File: src/rtl/vpi_scan_responder.sv
// Hardware responder for VPI iterate/scan/free over an on-chip object table.
// Optional statistics outputs are enabled by defining VPI_SCAN_STATS_EN.
module vpi_scan_responder #(
    parameter int NUM_OBJS  = 16,
    parameter int NUM_ITERS = 4,
    parameter int HANDLE_W  = 8,
    parameter int TYPE_W    = 10
) (
    input  logic                         clk,
    input  logic                         rst_n,
    input  logic                         tbl_we,
    input  logic [$clog2(NUM_OBJS)-1:0]  tbl_idx,
    input  logic [TYPE_W-1:0]            tbl_type,
    input  logic [HANDLE_W-1:0]          tbl_parent,
    output logic                         tbl_busy,
    input  logic                         req_valid,
    output logic                         req_ready,
    input  logic [1:0]                   req_op,
    input  logic [HANDLE_W-1:0]          req_handle,
    input  logic [TYPE_W-1:0]            req_type,
    output logic                         rsp_valid,
    input  logic                         rsp_ready,
    output logic [HANDLE_W-1:0]          rsp_handle,
    output logic                         rsp_err
`ifdef VPI_SCAN_STATS_EN
    ,
    output logic [$clog2(NUM_ITERS+1)-1:0] stat_active,
    output logic [15:0]                    stat_alloc_fail
`endif
);
    localparam int IDX_W  = $clog2(NUM_OBJS);
    localparam int POS_W  = $clog2(NUM_OBJS + 1);
    localparam int SLOT_W = (NUM_ITERS > 1) ? $clog2(NUM_ITERS) : 1;

    localparam logic [1:0] ST_IDLE   = 2'd0;
    localparam logic [1:0] ST_SEARCH = 2'd1;
    localparam logic [1:0] ST_RESP   = 2'd2;

    localparam logic [1:0] OP_ITER = 2'd0;
    localparam logic [1:0] OP_SCAN = 2'd1;
    localparam logic [1:0] OP_FREE = 2'd2;

    logic [1:0]          state;
    logic [TYPE_W-1:0]   obj_type   [NUM_OBJS];
    logic [HANDLE_W-1:0] obj_parent [NUM_OBJS];
    logic [NUM_ITERS-1:0] it_active;
    logic [TYPE_W-1:0]   it_type    [NUM_ITERS];
    logic [HANDLE_W-1:0] it_parent  [NUM_ITERS];
    logic [POS_W-1:0]    it_pos     [NUM_ITERS];
    logic                op_iter;
    logic [SLOT_W-1:0]   cur_slot;
    logic [IDX_W-1:0]    cur_idx;

    logic                free_found;
    logic [SLOT_W-1:0]   free_slot;
    logic                handle_ok;
    logic [SLOT_W-1:0]   req_slot;
    logic                slot_live;
    logic                hit;
    logic                last;

    // Handshakes: a request transfers on a clock edge with req_valid && req_ready,
    // a response on rsp_valid && rsp_ready; rsp_valid and its payload hold until taken.
    assign req_ready = (state == ST_IDLE);
    assign rsp_valid = (state == ST_RESP);
    assign tbl_busy  = (state != ST_IDLE);

    always_comb begin
        free_found = 1'b0;
        free_slot  = '0;
        for (int s = NUM_ITERS - 1; s >= 0; s--) begin
            if (!it_active[s]) begin
                free_found = 1'b1;
                free_slot  = SLOT_W'(s);
            end
        end
    end

    assign handle_ok = (req_handle != '0) && (req_handle <= HANDLE_W'(NUM_ITERS));
    assign req_slot  = SLOT_W'(req_handle - HANDLE_W'(1));
    assign slot_live = handle_ok && it_active[req_slot];

    assign hit  = (obj_type[cur_idx] != '0) &&
                  (obj_type[cur_idx] == it_type[cur_slot]) &&
                  (obj_parent[cur_idx] == it_parent[cur_slot]);
    assign last = (cur_idx == IDX_W'(NUM_OBJS - 1));

    always_ff @(posedge clk or negedge rst_n) begin
        if (!rst_n) begin
            state      <= ST_IDLE;
            op_iter    <= 1'b0;
            cur_slot   <= '0;
            cur_idx    <= '0;
            rsp_handle <= '0;
            rsp_err    <= 1'b0;
            it_active  <= '0;
            for (int i = 0; i < NUM_OBJS; i++) begin
                obj_type[i]   <= '0;
                obj_parent[i] <= '0;
            end
            for (int s = 0; s < NUM_ITERS; s++) begin
                it_type[s]   <= '0;
                it_parent[s] <= '0;
                it_pos[s]    <= '0;
            end
        end else begin
            // The table is only writable between operations so a search sees a stable view.
            if (tbl_we && state == ST_IDLE) begin
                obj_type[tbl_idx]   <= tbl_type;
                obj_parent[tbl_idx] <= tbl_parent;
            end
            case (state)
                ST_IDLE: begin
                    if (req_valid) begin
                        rsp_handle <= '0;
                        rsp_err    <= 1'b0;
                        op_iter    <= (req_op == OP_ITER);
                        case (req_op)
                            OP_ITER: begin
                                if (free_found) begin
                                    it_active[free_slot] <= 1'b1;
                                    it_type[free_slot]   <= req_type;
                                    it_parent[free_slot] <= req_handle;
                                    it_pos[free_slot]    <= '0;
                                    cur_slot             <= free_slot;
                                    cur_idx              <= '0;
                                    state                <= ST_SEARCH;
                                end else begin
                                    rsp_err <= 1'b1;
                                    state   <= ST_RESP;
                                end
                            end
                            OP_SCAN: begin
                                if (!slot_live) begin
                                    rsp_err <= 1'b1;
                                    state   <= ST_RESP;
                                end else if (it_pos[req_slot] == POS_W'(NUM_OBJS)) begin
                                    // Already past the last entry: exhausted, auto-free.
                                    it_active[req_slot] <= 1'b0;
                                    state               <= ST_RESP;
                                end else begin
                                    cur_slot <= req_slot;
                                    cur_idx  <= IDX_W'(it_pos[req_slot]);
                                    state    <= ST_SEARCH;
                                end
                            end
                            OP_FREE: begin
                                if (slot_live) begin
                                    it_active[req_slot] <= 1'b0;
                                end else begin
                                    rsp_err <= 1'b1;
                                end
                                state <= ST_RESP;
                            end
                            default: begin
                                rsp_err <= 1'b1;
                                state   <= ST_RESP;
                            end
                        endcase
                    end
                end
                ST_SEARCH: begin
                    if (hit) begin
                        state <= ST_RESP;
                        if (op_iter) begin
                            rsp_handle       <= HANDLE_W'(cur_slot) + HANDLE_W'(1);
                            it_pos[cur_slot] <= POS_W'(cur_idx);
                        end else begin
                            rsp_handle       <= HANDLE_W'(cur_idx) + HANDLE_W'(1);
                            it_pos[cur_slot] <= POS_W'(cur_idx) + POS_W'(1);
                        end
                    end else if (last) begin
                        it_active[cur_slot] <= 1'b0;
                        state               <= ST_RESP;
                    end else begin
                        cur_idx <= cur_idx + IDX_W'(1);
                    end
                end
                ST_RESP: begin
                    if (rsp_ready) begin
                        state      <= ST_IDLE;
                        rsp_handle <= '0;
                        rsp_err    <= 1'b0;
                    end
                end
                default: state <= ST_IDLE;
            endcase
        end
    end

`ifdef VPI_SCAN_STATS_EN
    always_comb begin
        stat_active = '0;
        for (int s = 0; s < NUM_ITERS; s++) begin
            stat_active = stat_active + ($clog2(NUM_ITERS+1))'(it_active[s]);
        end
    end

    always_ff @(posedge clk or negedge rst_n) begin
        if (!rst_n) begin
            stat_alloc_fail <= '0;
        end else if (state == ST_IDLE && req_valid && req_op == OP_ITER &&
                     !free_found && stat_alloc_fail != 16'hFFFF) begin
            stat_alloc_fail <= stat_alloc_fail + 16'd1;
        end
    end
`endif

endmodule

File: config.mk
export PLATFORM = sky130hd
export DESIGN_NAME = vpi_scan_responder
export DESIGN_NICKNAME = d
export VERILOG_FILES = /design/src/rtl/vpi_scan_responder.sv
export SDC_FILE = /design/constraint.sdc
export NUM_CORES = 1
export LEC_CHECK = 0
export CORE_MARGIN = 2
export CORE_UTILIZATION = 40
export DETAILED_ROUTE_END_ITERATION = 10
export SKIP_LAST_GASP = 1
export SYNTH_ARGS = -nofsm -noshare
export SYNTH_HDL_FRONTEND = slang
export SYNTH_SLANG_ARGS = --single-unit
File: constraint.sdc
create_clock -name clk -period 3.3 [get_ports clk]
set_input_delay 0.66 -clock clk [delete_from_list [all_inputs] [get_ports clk]]
set_output_delay 0.66 -clock clk [all_outputs]
set_load 0.02 [all_outputs]
==> flow_summary.ini, run 1 <==
[synth]
synth_flop_cell = dfrtp_1
synthCells = 1394
synth_compound_area_share_pct = 5.20
synthXorXnorAreaFrac_pct = 0.768
synthAdderAreaFrac_pct = 0.912
yosysMostFrequentCell = dfrtp_1
synth_edf_count = 0
ys_types = 70
yosysTopAreaCell = dfrtp_1
async_reset_ff_share_pct = 100
yosys_register_bits = 399
synth_top_area_share_pct = 52.0
synth-simple-area-share_pct = 5.73
synth_top_family_by_area = multiplexers
synthTopCellsByArea = dfrtp_1 52%, mux2_2 20%, mux4_2 8.3%
yosys_warnings = 0
syn_area_um2 = 19200
ys_seq_area_share_pct = 52.0
synth_common_cells = 399 x dfrtp_1, 344 x mux2_2, 104 x nand2_1, 71 x mux4_2, 64 x clkbuf_1
synth_area_per_cell_um2 = 13.8
synth.area.mux_share_pct = 32.5

[die]
start_util_pct = 40.4
dieArea_um2 = 49800
num_io_pins = 59
die_h_um = 223
rows = 80
coreArea_um2 = 47500
die_w_um = 223

[placement]
gp_congestion = 0.917
io_buffers = 55
hpwl_mm = 34.6
place_inst = 2123

[sta]
fmax_mhz = 273
min_period_over_period_pct = 111
setup_viol = 35
period_minus_slack_ns = 3.67
rsz0062_at_grt = yes
setup_slack_ns = -0.368
maxSlewHeadroom_pct = 52.2
final_max_slew_viol_count = 0
finalHoldViolations = 0
skew_ns = 0.0296
tightest_slew_ns = 0.717

[setup_path]
endpoint_kind = flop
crit_buf_inv = 3
critPathMaxFanout = 8
start_kind = flop
critPathTopFamily = simple AND/OR/NAND/NOR gates
crit_required_ns = 3.81
crit_arrival_ns = 4.18
slowest_delay_ns = 0.56
critPathKind = flop to flop
slowest_stage = mux4_2
crit_chain = buf_12, buf_12, mux4_2, mux4_2, xnor2_2, nand2_1, or4b_4, or3_4, buf_8, or4_4, nand3_2

[final_layout]
postLayoutCoreUtil_pct = 49.9
area_growth_pct = 23.4
nets = 1636
layout-drive-gt1-share_pct = 46.6
n_fill_cell = 4027
n_antenna_cell = 0
final_cells = 2223

[run_status]
status = complete, but fails checks
violations = setup timing

[flow_run]
maxCapViolCount = 0

[power_and_ir_drop]
ir_drop_uv = 432
power.density_nw_per_um2 = 971
leakagePower_uw = 0.0105

[clocking]
root_buffer = clkbuf_16
cts_num_sinks = 399
clkSlewWorstSetupHoldPaths_ns = 0.06
cts_made_buffers = 45
htreeDepth = 2
cts_tree = built
clockBufferDepth = 3
clk_latency_ns = 0.57

[route]
ant_nets = 0
drc = 0
vias = 12600
via_per_inst = 5.65
drtIter0Drc = 890
postRouteWirelength_mm = 51.5
dr.pass1.iters = 5
routed_wire_length_per_instance_um = 23.2

[global_route]
grt_overflow_total = 0
antenna_found_initial = 0
grt_pass1_wl_mm = 81.2
grt_max_degree = 80
grt_pass1_vias = 13300
grt_use_total_pct = 21.2

[worst_hold_path]
hold_class = primary input to asynchronous set/reset pin
## registers in the layout, indices dropped and copies added (netlist names), 4 cells and up
| register | cells |
|---|---|
| it_active | 4 |
| obj_parent | 128 |
| it_pos | 20 |
| it_parent | 32 |
| rsp_handle | 5 |
| it_type | 40 |
| obj_type | 160 |
| cur_idx | 4 |
## path summary, 6_finish.rpt
path                                  to  slack (ns)           from  cells after the start
max                        rsp_handle[3]       -0.37     cur_idx[0]                     11
min                        rsp_handle[4]        0.08          rst_n                      1
max reg2reg                rsp_handle[3]       -0.37     cur_idx[0]                     11
min reg2reg                it_parent[31]        0.47  it_parent[31]                      2
max in group asynchronous  obj_type[115]        2.32          rst_n                      2
min in group clk           it_parent[31]        0.47  it_parent[31]                      2
## what timing repair did
item                                    CTS  global route
pin swaps                                15            22
endpoints found under the setup margin   35            35
buffers inserted                         10             6
cloned                                    4             1
hold buffers                              0             0
resized for setup                        42            43
## per-stage QoR
step	total power, uW	hold slack, ns	TNS [ns]	setup WS [ns]	instance area, um^2
finish	23000	0.0817	-9.93	-0.368	23700
global route	24300	0.121	-13.51	-0.464	23700
CTS	22600	0.106	-10.29	-0.353	23500
detailed placement	16800	0.463	-14.60	-0.511	21600
global placement	16600	0.454	-13.79	-0.495	21600
floorplan	13500	0.364	-1.05	-0.104	19300
## report_power, final
part | switching (uW) | internal (uW) | total (uW)
sequential | 1090 | 6810 | 7900
clock | 2010 | 3130 | 5140
combinational | 4450 | 5530 | 9980
total | 7560 | 15500 | 23000
## placed cells by master (no fill, tap or decap), drive strengths merged, types with 23 or more instances in the layout
master,Yosys,layout
dfrtp,399,399
mux2,344,344
buf,35,176
nand2,104,104
mux4,78,78
clkbuf,64,68
mux2i,59,59
clkdlybuf4s50,0,54
nor2,27,27
o21ai,24,24
nand3,23,23
## layer usage
layer / wire length (um) / track usage (%) / vias up
li1: - / - / 5549
met4: 1270 / 5.89 / 0
met1: 23300 / 29.2 / 6706
met2: 25300 / 35.3 / 225
met3: 1570 / 2.99 / 81
met5: 0 / 0 / -
## cell type report
class	count	area (um^2)	share of cell area, %
clock buffers	67	1310	5.53
clock inverters	13	201	0.850
inverters	18	67.6	0.285
multi-input cells	880	9090	38.3
flip-flops and latches	399	9990	42.1
well taps	615	769	3.25
repair buffers	231	2280	9.60
## cells by family after synthesis
group	count (synthesis)
fa+ha+maj	14
compound gates	137
xor+xnor	16
buf+inv	117
flops	399
other cells	1
simple gates	229
mux	481
No activity file was read; power rests on OpenSTA's default activity.
==> inputs of run 2 (changes only) <==
--- a/config.mk
+++ b/config.mk
@@ -5,7 +5,6 @@
 export SDC_FILE = /design/constraint.sdc
 export NUM_CORES = 1
 export LEC_CHECK = 0
-export CORE_MARGIN = 2
 export CORE_UTILIZATION = 40
 export DETAILED_ROUTE_END_ITERATION = 10
 export SKIP_LAST_GASP = 1
==> run 2 against run 1 <==
  * The flow still finishes with violations (setup timing)
  * Sequential power shrank 0.5%
  * Flip-flop and latch count is the same
  * Global-route usage grew 0.19 points
  * Core utilization shrank 0.11 points
  * Sequential share of layout area grew 0.63 points
  * Wire length shrank 1.3%
  * Critical endpoint is now it_pos[13]
  * Largest power group unchanged
==> flow_summary.ini, run 2 (same netlist as run 1, synthesis figures left out) <==
[sta]
skew_ns = 0.0257
tightest_slew_ns = 0.764
min_period_over_period_pct = 113
setup_slack_ns = -0.444
period_minus_slack_ns = 3.74
maxSlewHeadroom_pct = 49.1
rsz0062_at_grt = yes
finalHoldViolations = 0
setup_viol = 35
fin_hold_ws_ns = 0.105
fmax_mhz = 267
final_max_slew_viol_count = 0

[final_layout]
final_common_cell = dfrtp_1
design_area_um2 = 23400
nets = 1629
top_regs = obj_type x160, obj_parent x128, it_type x40
layout-drive-gt1-share_pct = 45.3
area_growth_pct = 21.5
final_cell_mix = 396 x dfrtp_1, 344 x mux2_2, 143 x buf_4
n_antenna_cell = 0
largest_register_ffs = 160
regMostFlops = obj_type

[run_status]
status = complete, but fails checks
violations = setup timing

[setup_path]
cp_common_cell = buf_12
endpoint_kind = flop
r2r_end = it_pos[13]
slowest_delay_ns = 0.57
crit_chain = buf_12, buf_12, mux4_2, nand2b_4, a22oi_2, mux2i_1, o2111ai_1, or4_1, or4_4, or3_4, o2bb2ai_2
critPathTopFamily = simple AND/OR/NAND/NOR gates
ff2ff_setup_slack_ns = -0.44
crit_buf_inv = 2
slowest_stage = or4_4
reg2reg_from = cur_idx[0]
critPathKind = flop to flop
crit_required_ns = 3.80
critPathMaxFanout = 8
start_kind = flop
reg2reg_depth = 11
crit_arrival_ns = 4.24

[clocking]
htreeDepth = 2
clk_latency_ns = 0.57
clockBufferDepth = 3
root_buffer = clkbuf_16
cts_tree = built
cts_hold_buf = 0
cts_made_buffers = 45
cts_num_sinks = 399
clkSlewWorstSetupHoldPaths_ns = 0.06

[die]
die_w_um = 221
die_h_um = 221
coreArea_um2 = 47000
start_util_pct = 40.9
num_io_pins = 59
dieArea_um2 = 48900
rows = 79

[placement]
dp_slack_ns = -0.580
hpwl_mm = 33.3
gp_congestion = 0.887
placed_cell_area_um2 = 21500
io_buffers = 55

[route]
vias = 12300
dr.pass1.iters = 4
drtIter0Drc = 757
postRouteWirelength_mm = 50.8
ant_nets = 0
via_per_inst = 5.59
routed_wire_length_per_instance_um = 23.1
drc = 0

[global_route]
antenna_found_initial = 0
grt_use_total_pct = 21.4
grt_overflow_total = 0
grt_pass1_vias = 13000
grt_max_degree = 84
grt_pass1_wl_mm = 80.1

[power_and_ir_drop]
clkPwrFrac_pct = 22.3
p_switching_uw = 7360
ir_drop_uv = 462
swShare_pct = 32.6
p_seq_share_pct = 34.9
leakagePower_uw = 0.0103
comb_power_share_pct = 42.8
power.internal_uw = 15200
power.density_nw_per_um2 = 965

[worst_hold_path]
hold_class = primary input to asynchronous set/reset pin

[flow_run]
maxCapViolCount = 0
[run 2: cell types whose count changed in the layout (fill, tap and decap cells not counted), moves of 4 or more]
| cell | delta |
|---|---|
| mux2i_2 | -5 |
| buf_16 | -4 |
| clkbuf_1 | -4 |
| nand3_2 | -5 |
| nand3_1 | +6 |
| mux2i_1 | +5 |
[run 2: worst max-delay path by stage]
stage / from / end / slack [ns] / cells past startpoint
floorplan: cur_idx[0] / it_pos[11] / -0.10 / 13
global placement: cur_idx[0] / cur_idx[2] / -0.55 / 13
detailed placement: cur_idx[0] / it_pos[5] / -0.58 / 13
CTS: cur_idx[0] / it_pos[11] / -0.37 / 12
global route: cur_idx[0] / it_pos[5] / -0.51 / 12
finish: cur_idx[0] / it_pos[13] / -0.44 / 11
[run 2: what timing repair did]
item | CTS | global route
pin swaps | 15 | 21
setup endpoints to repair | 35 | 35
resized for setup | 33 | 19
buffers inserted | 9 | 4
[run 2: routing by layer]
metal  global-route usage [%]  wire length [um]  vias up
met5                        0                 0        -
met4                     6.38              1410        0
li1                         -                 -     5519
met2                     34.6             24200      245
met1                     29.7             23300     6494
met3                     3.44              1930       78
[run 2: final cells by class]
class	count	area [um^2]
clock buffer	63	1280
clock inverter	14	180
fill	3982	23600
inverter	18	67.6
multi-input combinational	880	8970
sequential	399	9990
tap	607	759
timing repair buffer	224	2100
[run 2: metrics by stage]
stage	util [%]	setup TNS (ns)	instances	power (uW)
floorplan	-	-1.05	1396	13500
global placement	45.9	-16.44	2115	16600
detailed placement	45.9	-17.88	2115	16900
CTS	49.4	-10.27	2201	22400
global route	49.7	-15.57	2205	23800
finish	49.7	-12.04	2205	22500
[run 2: power groups by stage]
stage	logic, uW	clock network (uW)	registers (uW)
finish	9660	5020	7860
global placement	8780	0	7860
floorplan	5990	0	7480
detailed placement	8950	0	7930
CTS	9370	5130	7860
global route	10300	5340	8100
==> inputs of run 3 (changes only) <==
--- a/config.mk
+++ b/config.mk
@@ -7,6 +7,7 @@
 export LEC_CHECK = 0
 export CORE_UTILIZATION = 40
 export DETAILED_ROUTE_END_ITERATION = 10
+export RECOVER_POWER = 50
 export SKIP_LAST_GASP = 1
 export SYNTH_ARGS = -nofsm -noshare
 export SYNTH_HDL_FRONTEND = slang
==> run 3 against run 2 <==
  * The flow finishes with violations (capacitance limit, slew limit, setup timing)
  * First-iteration DRC count shrank 4.2%
  * Die area unchanged
  * Final area is 0.38% lower
  * Via count increased by 0.48%
  * Critical path depth stayed put
  * Sequential share of layout area increased by 0.16 points
  * Global-route usage did not move
  * Clock skew down 0.0036 ns
  * Non-clock buffer count unchanged
  * Combinational power about the same
  * Largest cell class unchanged
==> flow_summary.ini, run 3 (same netlist as run 1, synthesis figures left out) <==
[power_and_ir_drop]
ir_drop_uv = 459
leakagePower_uw = 0.0103
power.density_nw_per_um2 = 968

[sta]
rsz0062_at_grt = yes
setup_slack_ns = -0.435
fmax_mhz = 268
final_max_slew_viol_count = 84
tightest_slew_ns = 2.31
period_minus_slack_ns = 3.73
min_period_over_period_pct = 113
maxSlewHeadroom_pct = -54.2
finalHoldViolations = 0
setup_viol = 35
skew_ns = 0.0221

[die]
die_h_um = 221
die_w_um = 221
start_util_pct = 40.9
rows = 79
dieArea_um2 = 48900
coreArea_um2 = 47000
num_io_pins = 59

[final_layout]
top_regs = obj_type x160, obj_parent x128, it_type x40
final_cells = 2205
n_fill_cell = 3996
regMostFlops = obj_type
largest_register_ffs = 160
area_growth_pct = 21.1
nets = 1629
design_area_um2 = 23300
n_antenna_cell = 0
final_cell_mix = 396 x dfrtp_1, 344 x mux2_2, 136 x buf_4
multi_input_area_um2 = 8970
seqCellArea_um2 = 9990
layout-drive-gt1-share_pct = 45.0
final_common_cell = dfrtp_1

[route]
routed_wire_length_per_instance_um = 23.0
vias = 12400
postRouteWirelength_mm = 50.8
via_per_inst = 5.62
drtIter0Drc = 725
dr.pass1.iters = 5
ant_nets = 0
drc = 0

[placement]
dp_slack_ns = -0.580
hpwl_mm = 33.3
io_buffers = 55
gp_congestion = 0.887
place_inst = 2115
placed_cell_area_um2 = 21500

[setup_path]
start_kind = flop
slowest_stage = or4_4
endpoint_kind = flop
critPathKind = flop to flop
crit_required_ns = 3.80
crit_chain = buf_12, buf_12, mux4_2, nand2b_4, a22oi_2, mux2i_1, o2111ai_1, or4_1, or4_4, or3_4, o2bb2ai_2
slowest_delay_ns = 0.57
crit_buf_inv = 2
critPathTopFamily = simple AND/OR/NAND/NOR gates
cp_common_cell = buf_12
crit_arrival_ns = 4.23
critPathMaxFanout = 8

[clocking]
htreeDepth = 2
cts_made_buffers = 45
cts_hold_buf = 0
root_buffer = clkbuf_16
cts_num_sinks = 399
clkSlewWorstSetupHoldPaths_ns = 0.06
clk_latency_ns = 0.57
cts_tree = built
clockBufferDepth = 3

[run_status]
status = complete, but fails checks
violations = capacitance limit, slew limit, setup timing

[worst_hold_path]
hold_class = flop to flop

[flow_run]
maxCapViolCount = 1

[global_route]
grt_overflow_total = 0
grt_pass1_vias = 13000
grt_pass1_wl_mm = 80.1
grt_max_degree = 84
antenna_found_initial = 0
grt_use_total_pct = 21.4
## run 3: cell count changes in the layout (fill, tap and decap cells not counted), moves of 2 or more
| cell | before | now |
|---|---|---|
| buf_2 | 0 | 2 |
| clkbuf_1 | 9 | 14 |
| clkbuf_2 | 0 | 3 |
| clkbuf_4 | 0 | 2 |
| buf_12 | 20 | 16 |
| buf_4 | 143 | 136 |
## run 3: what timing repair did
item | 4_1_cts | 5_1_grt
setup buffers | 9 | 4
resized for setup | 33 | 19
endpoints found under the setup margin | 35 | 35
pin swaps | 15 | 21
## run 3: through the flow
step                      utilization, %  total power (uW)  TNS [ns]  hold slack, ns
after floorplan                        -             13500     -1.05           0.364
after CTS                           49.4             22400    -10.27           0.128
after detailed placement            45.9             16900    -17.88           0.458
after global placement              45.9             16600    -16.44           0.453
final                               49.6             22500    -11.94           0.477
after global routing                49.6             23800    -19.00           0.492
## run 3: final timing paths
path	to	cells past startpoint	slack, ns	from
worst max-delay path	it_pos[13]	11	-0.43	cur_idx[0]
worst min-delay path	it_type[33]	2	0.48	it_type[33]
worst max register to register	it_pos[13]	11	-0.43	cur_idx[0]
worst min register to register	it_type[33]	2	0.48	it_type[33]
max in group asynchronous	obj_type[116]	2	0.47	rst_n
min in group asynchronous	obj_parent[24]	1	0.77	rst_n
## run 3: area by class of cell
type | count | share of cell area, %
Timing Repair Buffer | 224 | 8.66
Inverter | 18 | 0.290
Sequential cell | 399 | 42.9
Clock buffer | 63 | 5.52
Multi-Input combinational cell | 880 | 38.5
Tap cell | 607 | 3.26
Clock inverter | 14 | 0.774
## run 3: per-layer routing
metal	up-vias	wire length, um	GRT usage [%]	part of all wire (%)
met4	0	1380	6.38	2.7
li1	5542	-	-	-
met1	6535	23300	29.7	46
met3	76	2030	3.44	4.0
met2	242	24100	34.6	47
met5	-	0	0	0
## run 3: report_power, final
group          total, uW  switching, uW  internal (uW)
logic               9640           4290           5350
clock network       5010           2000           3010
registers           7860           1050           6810
## run 3: worst min-delay path, delay by kind of cell, from the launching register on
kind | cells | cell delay [ns]
AND/OR/NAND/NOR | 2 | 0.11
flip-flops | 1 | 0.33
